--- config.mk ---
export PLATFORM = sky130hd
export DESIGN_NAME = fetch_instruction
export DESIGN_NICKNAME = d
export VERILOG_FILES = /design/src/rtl/fetch_instruction.sv
export SDC_FILE = /design/constraint.sdc
export NUM_CORES = 1
export LEC_CHECK = 0
export BUFFER_PORTS_ARGS = -buffer_cell sky130_fd_sc_hd__buf_2
export CAP_MARGIN = 20
export CORE_MARGIN = 2
export CORE_UTILIZATION = 45
export DETAILED_ROUTE_END_ITERATION = 12
export PLACE_DENSITY = 0.7
export SETUP_SLACK_MARGIN = 0.4
export SYNTH_ARGS = -nofsm -noshare
export SYNTH_HDL_FRONTEND = slang
export SYNTH_SLANG_ARGS = --single-unit
--- constraint.sdc ---
create_clock -name clk -period 2.59 [get_ports clk]
set_clock_uncertainty 0.1 [all_clocks]
set_input_delay 0.1295 -clock clk [delete_from_list [all_inputs] [get_ports clk]]
set_output_delay 0.1295 -clock clk [all_outputs]
set_load 0.03 [all_outputs]
--- src/rtl/fetch_instruction.sv ---
// fetch_instruction: instruction-fetch stage.
// Owns the program counter and drives a single-outstanding instruction-memory
// read handshake. It delivers instr / next_PC_normal pairs to IF/ID and
// squashes wrong-path fetches when execute redirects the PC.
// Optional feature macro: FETCH_ALIGN_CHECK_EN. When it is defined, an odd
// redirect target sets the sticky err flag and halts fetch. When it is not
// defined, the target is forced even and err stays 0.
module fetch_instruction #(
  parameter logic [15:0] RESET_PC  = 16'h0000,
  parameter logic [15:0] NOP_INSTR = 16'h0800
) (
  input  logic        clk,
  input  logic        rst_n,
  input  logic        stall_in,
  input  logic        halt_in,
  input  logic        redirect_en,
  input  logic [15:0] redirect_pc,
  output logic        imem_rd,
  output logic [15:0] imem_addr,
  input  logic        imem_stall,
  input  logic        imem_done,
  input  logic [15:0] imem_data,
  output logic [15:0] instr,
  output logic [15:0] next_PC_normal,
  output logic        instr_valid,
  output logic        err
);

`ifdef FETCH_ALIGN_CHECK_EN
  localparam bit ALIGN_CHECK = 1'b1;
`else
  localparam bit ALIGN_CHECK = 1'b0;
`endif

  typedef enum logic [2:0] {
    S_FETCH,
    S_WAIT,
    S_VALID,
    S_SQUASH,
    S_HALTED
  } state_t;

  state_t      state_q, state_d;
  logic [15:0] pc_q, pc_d;
  logic [15:0] instr_q, instr_d;
  logic [15:0] npc_q, npc_d;
  logic        valid_q, valid_d;
  logic        halt_pend_q, halt_pend_d;  // SQUASH exits to HALTED instead of FETCH
  logic        err_q, err_d;

  logic        accepted;     // request handed to memory this cycle
  logic        busy_after;   // a request is still outstanding after this edge
  logic        misaligned;   // odd redirect target while alignment checking is on

  // Read request: issued in FETCH, or in VALID when the held instruction drains.
  assign imem_rd   = rst_n && ((state_q == S_FETCH) || (state_q == S_VALID && !stall_in));
  assign imem_addr = pc_q;

  assign instr          = instr_q;
  assign next_PC_normal = npc_q;
  assign instr_valid    = valid_q;
  assign err            = err_q;

  // Next-state, PC and output-register update; redirect beats halt beats stall.
  always_comb begin
    // NOTE: every signal driven here gets a default first so no latch is inferred.
    state_d     = state_q;
    pc_d        = pc_q;
    instr_d     = instr_q;
    npc_d       = npc_q;
    valid_d     = valid_q;
    halt_pend_d = halt_pend_q;
    err_d       = err_q;

    accepted   = imem_rd && !imem_stall;
    busy_after = accepted ? !imem_done
                          : ((state_q == S_WAIT || state_q == S_SQUASH) && !imem_done);
    misaligned = ALIGN_CHECK && redirect_pc[0];

    if (redirect_en) begin
      // Any data returned this cycle belongs to the wrong path and is dropped.
      valid_d = 1'b0;
      instr_d = NOP_INSTR;
      if (misaligned) begin
        err_d       = 1'b1;
        halt_pend_d = 1'b1;
        state_d     = busy_after ? S_SQUASH : S_HALTED;
      end else begin
        pc_d        = {redirect_pc[15:1], 1'b0};
        halt_pend_d = 1'b0;
        state_d     = busy_after ? S_SQUASH : S_FETCH;
      end
    end else if (halt_in && state_q != S_HALTED) begin
      // PC stays frozen; an in-flight read must still be drained before halting.
      valid_d     = 1'b0;
      instr_d     = NOP_INSTR;
      halt_pend_d = 1'b1;
      state_d     = busy_after ? S_SQUASH : S_HALTED;
    end else begin
      case (state_q)
        S_FETCH, S_VALID: begin
          // A stalled VALID simply holds everything; otherwise the held
          // instruction is consumed and this cycle acts as a FETCH.
          if (state_q == S_FETCH || !stall_in) begin
            valid_d = 1'b0;
            instr_d = NOP_INSTR;
            if (accepted && imem_done) begin
              instr_d = imem_data;
              npc_d   = pc_q + 16'd2;
              pc_d    = pc_q + 16'd2;
              valid_d = 1'b1;
              state_d = S_VALID;
            end else if (accepted) begin
              state_d = S_WAIT;
            end else begin
              state_d = S_FETCH;
            end
          end
        end
        S_WAIT: begin
          if (imem_done) begin
            instr_d = imem_data;
            npc_d   = pc_q + 16'd2;
            pc_d    = pc_q + 16'd2;
            valid_d = 1'b1;
            state_d = S_VALID;
          end
        end
        S_SQUASH: begin
          if (imem_done) begin
            state_d     = halt_pend_q ? S_HALTED : S_FETCH;
            halt_pend_d = 1'b0;
          end
        end
        S_HALTED: begin
          state_d = S_HALTED;
        end
        default: begin
          state_d = S_FETCH;
        end
      endcase
    end
  end

  // State and output registers with asynchronous active-low reset.
  always_ff @(posedge clk or negedge rst_n) begin
    if (!rst_n) begin
      state_q     <= S_FETCH;
      pc_q        <= RESET_PC;
      instr_q     <= NOP_INSTR;
      npc_q       <= 16'h0000;
      valid_q     <= 1'b0;
      halt_pend_q <= 1'b0;
      err_q       <= 1'b0;
    end else begin
      // NOTE: non-blocking assignments so every register samples pre-edge values.
      state_q     <= state_d;
      pc_q        <= pc_d;
      instr_q     <= instr_d;
      npc_q       <= npc_d;
      valid_q     <= valid_d;
      halt_pend_q <= halt_pend_d;
      err_q       <= err_d;
    end
  end

endmodule

==> metrics.yaml <==
logic_synthesis:
  ys_async_sr_fraction_pct: 100
  yosysMostFrequentCell: "dfrtp_1"
  synth_ff_type: "dfrtp_1"
  ys_top_cells_by_count: "dfrtp_1 (50), nand2_1 (22), a22o_1 (15), nor2_1 (15), o21ai_1 (11)"
  post_synth_num_cell_types: 45
  avgSynthCellArea_um2: 10.4
  synthDominantCellAreaShare_pct: 50.8
  ys.warnings.count: 0
  synthTopCellsByArea: "dfrtp_1 (51%), a22o_1 (5.3%), nand2_1 (3.4%)"
  synth_edf_count: 0
  seq_area_frac_synth_pct: 51.9
  syn_inst: 236
  synth_top_area_cell: "dfrtp_1"
  synth_area_mm2: 0.00246
  ys_ff_latch: 51
placed_design:
  gp_congestion: 0.782
  placed_cell_area_mm2: 0.00293
  io_buffer_count: 85
  placed_cells: 381
  post-place-ws_ns: 0.317
  hpwlAfterDp_mm: 3.99
floorplanning:
  initial_core_util_pct: 47.3
  die_area_mm2: 0.00608
  rows: 26
  io_pins: 90
  fp.dieW_um: 78.0
  core_mm2: 0.00520
  die_h_um: 78.0
grt:
  overflow: 0
  busiest_layer: "met2"
  use_met1_pct: 27.1
  track_usage_pct: 21.2
  grt_pass1_vias: 2122
  met2_usage_pct: 35.9
  grt_pass1_wl_mm: 10.1
  grt_max_degree: 53
  grtUsageMet3_pct: 6.05
  grt_antenna_before_repair: 0
timing:
  tightest_slew_ns: 0.634
  rsz0062_at_grt: "false"
  hold_viol: 0
  whs_ns: 0.0337
  relSlewSlack_pct: 57.7
  finalWorstSetupSlack_ns: 0.465
  slew_viol_final: 0
  max_freq_ghz: 0.471
  post-route-min-period_ns: 2.12
  post-route-period-util_pct: 82.0
  setup_viol: 0
  fin_setup_tns_ns: 0
setup_path:
  critPathCapture: "imem_addr[11]"
  r2r-end: "imem_addr[11]"
  slowest_delay_ns: 0.56
  cp.arrival_ns: 2.27
  cp-start-kind: "flop"
  r2r_slack_ns: 0.47
  cp_max_fo: 9
  path_class: "flop to flop"
  crit_slowest_cell: "or4_4"
  reg2reg_from: "state_q[0]"
  rr_worst_depth: 6
  end_kind: "flop"
  crit_path_cell_trace: "or3_1 -> o31a_1 -> or4_4 -> buf_12 -> o21ba_1 -> o21ai_2"
  cp_data_required_time_ns: 2.73
  crit_start: "state_q[0]"
finish:
  final_cells: 429
  drive_gt1_share_pct: 35.4
  utilization_pct: 66.7
  fin_area_mm2: 0.00347
  diodes: 0
  nets: 398
  syn_to_final_growth_pct: 40.8
  fillCellCount: 432
detailed_routing:
  drt-pass1-iter-count: 4
  viasPerCell: 5.28
  drtIter0Drc: 145
  routed_wirelength_mm: 6.38
  wl_per_cell_um: 14.9
  vias: 2265
  final_antenna_net_count: 0
  drcViolationCount: 0
clocking:
  clk_pin_slew_worst_paths_ns: 0.09
  clk_latency_ns: 0.31
  htreeDepth: 2
  clockBufferDepth: 2
  cts_tree: "done"
  cts.sinks: 51
  cts-root-buf: "clkbuf_8"
  cts_buffers: 5
pwr:
  finalPower_mw: 2.37
  combPwrFrac_pct: 35.7
  peakVddDrop_mv: 0.352
  switchingPower_mw: 0.938
  p_seq_share_pct: 44.8
  netSwitchingFraction_pct: 39.6
  p_leak_nw: 1.69
  p_int_mw: 1.43
  powerDensity_mw_per_mm2: 682
  clockPowerShare_pct: 19.5
min_path:
  hp-class: "input port to flop"
  min_from: "redirect_pc[12]"
outcome:
  status: "complete, no violations"
run:
  maxCapViolations: 0
==> state kept, by name, summed over array words and instances (netlist names) <==
| register | cells |
|---|---|
| instr | 16 |
| imem_addr | 15 |
| next_PC_normal | 15 |
| state_q | 3 |
| halt_pend_q | 1 |
| instr_valid | 1 |
==> cell usage in the layout (no fill, tap or decap), types with 3 or more instances in the layout <==
| cell type | n |
|---|---|
| dfrtp_1 | 49 |
| clkbuf_8 | 5 |
| a21oi_1 | 7 |
| o21bai_1 | 3 |
| a22oi_1 | 5 |
| nor2_1 | 14 |
| o21ai_0 | 3 |
| xnor2_1 | 8 |
| o21ai_1 | 11 |
| xor2_1 | 4 |
| conb_1 | 3 |
| dlygate4sd3_1 | 32 |
| nor3b_2 | 3 |
| a32oi_1 | 3 |
| inv_1 | 6 |
| nor2b_1 | 4 |
| buf_4 | 11 |
| a21o_1 | 8 |
| nand4_1 | 3 |
| nand2_1 | 22 |
| nor3_2 | 4 |
| nand3_1 | 6 |
| a221o_1 | 8 |
| a22o_1 | 15 |
| buf_2 | 85 |
==> power groups by stage <==
stage | logic [mW] | clock network (mW) | registers [mW]
3_5_place_dp | 0.781 | 0 | 1.07
4_1_cts | 0.831 | 0.471 | 1.06
6_report | 0.844 | 0.461 | 1.06
3_3_place_gp | 0.769 | 0 | 1.07
5_1_grt | 0.910 | 0.504 | 1.09
2_1_floorplan | 0.255 | 0 | 1.35
==> area by class of cell <==
class	count	area (um^2)	share of cell area, %
tap	70	87.6	2.52
sequential	51	1280	36.9
timing repair buffer	131	871	25.1
multi-input combinational	163	1120	32.3
inverter	6	22.5	0.649
clock buffer	5	68.8	1.98
clock inverter	3	20.0	0.577
==> layer usage <==
metal / wire length, um / vias up / share of wire [%]
li1: - / 1096 / -
met1: 2730 / 1071 / 43
met2: 3100 / 93 / 49
met3: 502 / 5 / 7.9
met4: 46 / 0 / 0.72
met5: 0 / - / 0
==> critical path: cells and delay by family, from the launching register on <==
kind / cells / cell delay [ns]
and+or+nand+nor: 2 / 0.91
DFF: 1 / 0.45
AOI/OAI and AO/OA: 3 / 0.43
buffers and inverters: 1 / 0.17
==> how the worst min path moves through the flow <==
stage                             end  slack, ns  depth (start not counted)
floorplan                 halt_pend_q      -0.27                          0
global placement    next_PC_normal[5]       0.23                          2
detailed placement  next_PC_normal[5]       0.23                          2
CTS                     imem_addr[12]       0.04                          3
global route            imem_addr[12]       0.03                          3
finish                  imem_addr[12]       0.03                          3
==> timing repair <==
item | in CTS | in global routing
endpoints found under the setup margin | 10 | 22
pin swaps | 1 | 3
setup buffers | 3 | 3
resized for setup | 2 | 10
hold buffers | 32 | 0
cloned | 1 | 1
endpoints found under the hold margin | 81 | 0
==> logic make-up after synthesis <==
family,count (synthesis),synth area share (%)
adder cells (fa/ha/maj),1,0.508
buffers and inverters,25,5.69
XOR/XNOR,12,4.27
other,1,0.152
AND/OR/NAND/NOR,74,15.6
AO/OA/AOI/OAI,72,21.9
flip-flops,51,51.9
No activity file was read; power rests on OpenSTA's default activity.
